==> src/rtl/writeback_if.sv <==
// rtl/writeback_if.sv - MEM/WB boundary and register-file write port bundle
interface writeback_if #(
  parameter int DATA_W     = 32,
  parameter int REG_ADDR_W = 5,
  parameter int CNT_W      = 32
);
  logic                  in_valid;
  logic                  stall;
  logic                  flush;
  logic [DATA_W-1:0]     alu_result;
  logic [DATA_W-1:0]     mem_rdata;
  logic [DATA_W-1:0]     link_pc;
  logic [DATA_W-1:0]     imm_data;
  logic [1:0]            wb_sel;
  logic [1:0]            ld_size;
  logic                  ld_unsigned;
  logic                  reg_write;
  logic [REG_ADDR_W-1:0] dest_in;
  logic                  rf_we;
  logic [REG_ADDR_W-1:0] rf_waddr;
  logic [DATA_W-1:0]     rf_wdata;
  logic                  wb_valid;
  logic                  align_err;
  logic [CNT_W-1:0]      retire_cnt;

  modport master (
    output in_valid, stall, flush, alu_result, mem_rdata, link_pc, imm_data,
           wb_sel, ld_size, ld_unsigned, reg_write, dest_in,
    input  rf_we, rf_waddr, rf_wdata, wb_valid, align_err, retire_cnt
  );

  modport slave (
    input  in_valid, stall, flush, alu_result, mem_rdata, link_pc, imm_data,
           wb_sel, ld_size, ld_unsigned, reg_write, dest_in,
    output rf_we, rf_waddr, rf_wdata, wb_valid, align_err, retire_cnt
  );
endinterface

==> src/rtl/writeback_stage.sv <==
// rtl/writeback_stage.sv - MEM/WB register, load alignment/extension, register-file write port
module writeback_stage #(
  parameter int DATA_W     = 32,
  parameter int REG_ADDR_W = 5,
  parameter int CNT_W      = 32
) (
  input  logic        clk,
  input  logic        rst,
  writeback_if.slave  bus
);
  localparam int OFF_W = $clog2(DATA_W / 8);

  logic                  valid_q, valid_d;
  logic                  held_q, held_d;
  logic [DATA_W-1:0]     alu_q, alu_d;
  logic [DATA_W-1:0]     rdata_q, rdata_d;
  logic [DATA_W-1:0]     link_q, link_d;
  logic [DATA_W-1:0]     imm_q, imm_d;
  logic [1:0]            wb_sel_q, wb_sel_d;
  logic [1:0]            ld_size_q, ld_size_d;
  logic                  ld_uns_q, ld_uns_d;
  logic                  reg_write_q, reg_write_d;
  logic [REG_ADDR_W-1:0] dest_q, dest_d;
  logic [CNT_W-1:0]      cnt_q, cnt_d;

  logic [OFF_W-1:0]      off;
  logic [OFF_W-1:0]      align_mask;
  logic [1:0]            eff_size;
  logic [DATA_W-1:0]     shifted;
  logic [DATA_W-1:0]     low_mask;
  logic                  sign_bit;
  logic [DATA_W-1:0]     load_val;
  logic                  misaligned;
  logic                  rf_we;

  // Load lane extraction and extension from the registered fields only.
  always_comb begin
    off      = alu_q[OFF_W-1:0];
    eff_size = (DATA_W == 32 && ld_size_q == 2'b11) ? 2'b10 : ld_size_q;
    shifted  = rdata_q >> {off, 3'b000};
    case (eff_size)
      2'b00: begin
        low_mask   = DATA_W'(8'hFF);
        sign_bit   = shifted[7];
        align_mask = '0;
      end
      2'b01: begin
        low_mask   = DATA_W'(16'hFFFF);
        sign_bit   = shifted[15];
        align_mask = OFF_W'(3'd1);
      end
      2'b10: begin
        low_mask   = DATA_W'(32'hFFFF_FFFF);
        sign_bit   = shifted[31];
        align_mask = OFF_W'(3'd3);
      end
      default: begin
        low_mask   = '1;
        sign_bit   = shifted[DATA_W-1];
        align_mask = OFF_W'(3'd7);
      end
    endcase
    load_val   = (shifted & low_mask) | ((!ld_uns_q && sign_bit) ? ~low_mask : '0);
    misaligned = (wb_sel_q == 2'b01) && ((off & align_mask) != '0);
    // held_q marks the repeat cycles of a stalled instruction: its write already happened.
    rf_we      = valid_q && reg_write_q && (dest_q != '0) && !misaligned && !held_q;
  end

  always_comb begin
    valid_d     = valid_q;
    alu_d       = alu_q;
    rdata_d     = rdata_q;
    link_d      = link_q;
    imm_d       = imm_q;
    wb_sel_d    = wb_sel_q;
    ld_size_d   = ld_size_q;
    ld_uns_d    = ld_uns_q;
    reg_write_d = reg_write_q;
    dest_d      = dest_q;
    held_d      = bus.stall;
    if (!bus.stall) begin
      valid_d     = bus.in_valid;
      alu_d       = bus.alu_result;
      rdata_d     = bus.mem_rdata;
      link_d      = bus.link_pc;
      imm_d       = bus.imm_data;
      wb_sel_d    = bus.wb_sel;
      ld_size_d   = bus.ld_size;
      ld_uns_d    = bus.ld_unsigned;
      reg_write_d = bus.reg_write;
      dest_d      = bus.dest_in;
    end
    if (bus.flush) begin
      valid_d = 1'b0;
    end
    // rf_we is already one cycle per instruction, so every asserted cycle is one retirement.
    cnt_d = cnt_q + CNT_W'(rf_we);
  end

  always_ff @(posedge clk) begin
    if (rst) begin
      valid_q     <= 1'b0;
      held_q      <= 1'b0;
      alu_q       <= '0;
      rdata_q     <= '0;
      link_q      <= '0;
      imm_q       <= '0;
      wb_sel_q    <= '0;
      ld_size_q   <= '0;
      ld_uns_q    <= 1'b0;
      reg_write_q <= 1'b0;
      dest_q      <= '0;
      cnt_q       <= '0;
    end else begin
      valid_q     <= valid_d;
      held_q      <= held_d;
      alu_q       <= alu_d;
      rdata_q     <= rdata_d;
      link_q      <= link_d;
      imm_q       <= imm_d;
      wb_sel_q    <= wb_sel_d;
      ld_size_q   <= ld_size_d;
      ld_uns_q    <= ld_uns_d;
      reg_write_q <= reg_write_d;
      dest_q      <= dest_d;
      cnt_q       <= cnt_d;
    end
  end

  always_comb begin
    case (wb_sel_q)
      2'b00:   bus.rf_wdata = alu_q;
      2'b01:   bus.rf_wdata = load_val;
      2'b10:   bus.rf_wdata = link_q;
      default: bus.rf_wdata = imm_q;
    endcase
  end

  assign bus.rf_we      = rf_we;
  assign bus.rf_waddr   = dest_q;
  assign bus.wb_valid   = valid_q;
  assign bus.align_err  = valid_q && misaligned && !held_q;
  assign bus.retire_cnt = cnt_q;
endmodule
==> src/flat_wrapper.sv <==
// flat-port wrapper written by rule: the top's interface ports become plain ports
module writeback_stage_flat 
#(
  parameter int DATA_W     = 32,
  parameter int REG_ADDR_W = 5,
  parameter int CNT_W      = 32
)
  (clk, rst, bus_in_valid, bus_stall, bus_flush, bus_alu_result, bus_mem_rdata, bus_link_pc, bus_imm_data, bus_wb_sel, bus_ld_size, bus_ld_unsigned, bus_reg_write, bus_dest_in, bus_rf_we, bus_rf_waddr, bus_rf_wdata, bus_wb_valid, bus_align_err, bus_retire_cnt);
  writeback_if #(.DATA_W(DATA_W), .REG_ADDR_W(REG_ADDR_W), .CNT_W(CNT_W)) bus_i ();
  input  logic clk;
  input  logic rst;
  input wire logic [$bits(bus_i.in_valid)-1:0] bus_in_valid;
  input wire logic [$bits(bus_i.stall)-1:0] bus_stall;
  input wire logic [$bits(bus_i.flush)-1:0] bus_flush;
  input wire logic [$bits(bus_i.alu_result)-1:0] bus_alu_result;
  input wire logic [$bits(bus_i.mem_rdata)-1:0] bus_mem_rdata;
  input wire logic [$bits(bus_i.link_pc)-1:0] bus_link_pc;
  input wire logic [$bits(bus_i.imm_data)-1:0] bus_imm_data;
  input wire logic [$bits(bus_i.wb_sel)-1:0] bus_wb_sel;
  input wire logic [$bits(bus_i.ld_size)-1:0] bus_ld_size;
  input wire logic [$bits(bus_i.ld_unsigned)-1:0] bus_ld_unsigned;
  input wire logic [$bits(bus_i.reg_write)-1:0] bus_reg_write;
  input wire logic [$bits(bus_i.dest_in)-1:0] bus_dest_in;
  output wire logic [$bits(bus_i.rf_we)-1:0] bus_rf_we;
  output wire logic [$bits(bus_i.rf_waddr)-1:0] bus_rf_waddr;
  output wire logic [$bits(bus_i.rf_wdata)-1:0] bus_rf_wdata;
  output wire logic [$bits(bus_i.wb_valid)-1:0] bus_wb_valid;
  output wire logic [$bits(bus_i.align_err)-1:0] bus_align_err;
  output wire logic [$bits(bus_i.retire_cnt)-1:0] bus_retire_cnt;
  assign bus_i.in_valid = bus_in_valid;
  assign bus_i.stall = bus_stall;
  assign bus_i.flush = bus_flush;
  assign bus_i.alu_result = bus_alu_result;
  assign bus_i.mem_rdata = bus_mem_rdata;
  assign bus_i.link_pc = bus_link_pc;
  assign bus_i.imm_data = bus_imm_data;
  assign bus_i.wb_sel = bus_wb_sel;
  assign bus_i.ld_size = bus_ld_size;
  assign bus_i.ld_unsigned = bus_ld_unsigned;
  assign bus_i.reg_write = bus_reg_write;
  assign bus_i.dest_in = bus_dest_in;
  assign bus_rf_we = bus_i.rf_we;
  assign bus_rf_waddr = bus_i.rf_waddr;
  assign bus_rf_wdata = bus_i.rf_wdata;
  assign bus_wb_valid = bus_i.wb_valid;
  assign bus_align_err = bus_i.align_err;
  assign bus_retire_cnt = bus_i.retire_cnt;
  writeback_stage #(.DATA_W(DATA_W), .REG_ADDR_W(REG_ADDR_W), .CNT_W(CNT_W)) u_core (.clk(clk), .rst(rst), .bus(bus_i));
endmodule
==> config.mk <==
export PLATFORM = sky130hd
export DESIGN_NAME = writeback_stage_flat
export DESIGN_NICKNAME = d
export VERILOG_FILES = /design/src/rtl/writeback_if.sv /design/src/rtl/writeback_stage.sv /design/src/flat_wrapper.sv
export SDC_FILE = /design/constraint.sdc
export NUM_CORES = 1
export LEC_CHECK = 0
export CORE_MARGIN = 2
export CORE_UTILIZATION = 45
export DETAILED_ROUTE_END_ITERATION = 16
export HOLD_SLACK_MARGIN = 0.03
export PLACE_DENSITY = 0.77
export SYNTH_ARGS = -nofsm -noshare
export SYNTH_HDL_FRONTEND = slang
export SYNTH_SLANG_ARGS = --single-unit
==> constraint.sdc <==
create_clock -name clk -period 4.9 [get_ports clk]
set_input_delay 0.49 -clock clk [delete_from_list [all_inputs] [get_ports clk]]
set_output_delay 0.49 -clock clk [all_outputs]
set_load 0.1 [all_outputs]
==> impl_metrics.yaml <==
status:
  run_status: "completed"
timing:
  tns_ps: 0
  clock_skew_ps: 5.934
  worst_pin_slew_ps: 1024
  finalCriticalPeriod_ps: 3895
  setup_viol: 0
  fin_crit_sh: 0.7949
  grt_setup_unrepaired: "no"
  slew_viol_final: 0
  holdWs_ps: 486.5
  max-slew-margin-rel: 0.3150
  finalHoldViolCount: 0
  timing.fmax_mhz: 256.7
setup_path:
  rr_startpoint: "u_core.ld_size_q[1]"
  ff2ff_path_depth: 10
  critPathArrivalTime_ps: 3410
  cp-end-kind: "primary output"
  r2r_setup_slack_ps: 1110
  critical_path_peak_fanout: 17
  start_kind: "flop"
  worstSetupPathType: "reg2out"
  r2r-end: "u_core.bus.retire_cnt[30]"
  required_ps: 4410
grt:
  grt_pass1_vias: 6537
  grt_usage: 0.2336
  grt_start_max_net_pins: 114
  grt_overflow: 0
  grt_pass1_wl_mm: 34.36
  antenna_found_initial: 1
clock_tree:
  clock_latency_ps: 420
  path_clk_slew_ps: 60
  cts_resized: 0
  cts_tree: "built"
  cts_buffers: 17
  cts_root_buffer: "clkbuf_16"
  clock_path_buffers: 2
  cts_hold_buf: 0
  htreeDepth: 4
  cts.sinks: 173
  cts_setup_buffers: 0
min_path:
  hold_path.class: "reg2reg"
  whs_endpoint: "u_core.alu_q[30]"
  hold_path_depth: 2
  hp-start: "u_core.alu_q[30]"
synthesis:
  synthesis.area_sq_mm: 0.008046
  ys_ff_latch: 173
  synth.most_common_cell: "nor2_1"
  syn_area_per_cell_sq_um: 9.165
  synth_common_cells: "nor2_1 (182), dfxtp_1 (173), mux2i_1 (158)"
  syn_inst: 878
  synth.top_cell.area_share: 0.4304
  ys_types: 52
  ys_seq_area_frac: 0.4304
  async_reset_ff_frac: 0
  synth_edf_count: 0
  synth_largest_area_cell: "dfxtp_1"
  synth_nets: 1024
  synthTopCellsByArea: "dfxtp_1 (43%), mux2i_1 (20%), nor2_1 (8.5%)"
  ys_warn_count: 0
  synthFlopType: "dfxtp_1"
detailed_routing:
  post_drt_via_cell_ratio: 5.448
  vias: 7044
  avgRoutedWirePerCell_um: 17.16
  firstDrtPassIters: 7
  drc: 0
  drt-total-wl_mm: 22.19
  drtAntennaViolNets: 0
  drt_iter0_drc: 532
place:
  port_buffers: 215
  dp_hpwl_mm: 15.72
  place_inst: 1261
  placed_cell_area_sq_mm: 0.01024
  gp_congestion: 0.8969
final_layout:
  design_area_sq_mm: 0.01086
  utilization: 0.6236
  final_nets: 1201
  syn_to_final_growth_pct: 34.99
  final_cells: 1293
  drive_above_1_share: 0.07685
power:
  seq_power_share: 0.413
  p_sw_w: 0.001065
  p_clk_frac: 0.385
  power_leakage_nw: 4.457
  p_per_area_mw_per_mm2: 341.2
  swShare: 0.2874
  internal_power_w: 0.002641
  max-vdd-ir-drop_mv: 0.3171
  comb_power_share: 0.201
floorplanning:
  die_y_um: 137.7
  die_area_sq_mm: 0.01897
  initial_core_util: 0.4620
  core_sq_mm: 0.01742
  die-width_um: 137.7
  io_pins: 216
  placementRows: 48
run:
  max_cap_viol_count: 0
stage by stage:
step | worst slack, ps | power (W)
3_3_place_gp | 1245 | 0.002298
6_report | 1005 | 0.003706
5_1_grt | 726.9 | 0.003843
2_1_floorplan | 50.41 | 0.002057
3_5_place_dp | 1115 | 0.002306
4_1_cts | 993.0 | 0.003735
worst max-delay path, cell delays in order, from the launching register on:
cell	delay, ps
dfxtp_1	700
mux4_2	420
nor2b_1	150
o21bai_1	510
a21oi_1	180
clkdlybuf4s50_1	1010
power groups by stage:
stage	Clock, W	Combinational (W)	Sequential (W)
final	0.00143	0.000746	0.00153
after global routing	0.00152	0.000786	0.00154
after CTS	0.00146	0.000748	0.00153
after detailed placement	0	0.000745	0.00156
after global placement	0	0.000739	0.00156
after floorplan	0	0.000503	0.00155
final cells by class:
type / count / area, sq um
Fill cell: 1473 / 6555
Inverter: 12 / 45.04
Sequential cell: 173 / 3467
Tap cell: 225 / 281.5
Timing Repair Buffer: 222 / 2167
Multi-Input combinational cell: 629 / 4275
Clock buffer: 21 / 460.4
Clock inverter: 10 / 162.7
Antenna cell: 1 / 2.502
state kept, by name, indices dropped and copies added (netlist names):
name and cells:
u_core.rdata_q 32, u_core.ld_uns_q 1, u_core.bus.rf_waddr 5, u_core.bus.wb_valid 1
u_core.ld_size_q 2, u_core.reg_write_q 1, u_core.link_q 32, u_core.held_q 1
u_core.imm_q 32, u_core.alu_q 32, u_core.bus.retire_cnt 32, u_core.wb_sel_q 2
placed cells by master (no fill, tap or decap), types with 9 or more instances in the layout:
master / instances
nor2_1: 182
a21oi_1: 41
buf_4: 24
clkdlybuf4s50_1: 196
dfxtp_1: 170
o21ai_0: 12
nor2b_1: 33
o22ai_1: 17
nand4_1: 12
clkbuf_16: 17
inv_1: 12
mux2_2: 9
nand3_1: 18
mux2i_1: 158
nand2_1: 21
kinds of logic (layout without fill, tap and decap cells):
| group | Yosys count | in the layout | synth area share |
|---|---|---|---|
| AOI/OAI and AO/OA | 126 | 126 | 0.1025 |
| xor gates and xnor gates | 13 | 13 | 0.01415 |
| adders and majority gates | 2 | 2 | 0.003109 |
| buffers and inverters | 76 | 265 | 0.03887 |
| DFF | 173 | 173 | 0.4304 |
| muxes | 174 | 174 | 0.2287 |
| other | 0 | 1 | 0 |
| and+or+nand+nor | 314 | 314 | 0.1822 |
worst max path at each step:
stage	from	to	slack, ps	cells past startpoint
after detailed placement	u_core.ld_size_q[1]	u_core.bus.retire_cnt[30]	1110	10
after global placement	u_core.ld_size_q[1]	u_core.bus.retire_cnt[22]	1250	10
final	u_core.alu_q[1]	bus_rf_wdata[10]	1000	5
after CTS	u_core.alu_q[1]	bus_rf_wdata[9]	990	5
after global routing	u_core.ld_size_q[1]	u_core.bus.retire_cnt[30]	730	10
after floorplan	u_core.bus.rf_waddr[0]	u_core.bus.retire_cnt[28]	50	10
layer usage:
metal / part of all wire / track usage / routed length [um]
met5: 0 / 0 / 0
met4: 0.020 / 0.07596 / 446
met3: 0.076 / 0.06917 / 1687
met2: 0.47 / 0.3789 / 10480
met1: 0.43 / 0.2984 / 9578
Power figures use the tool's default switching activity.
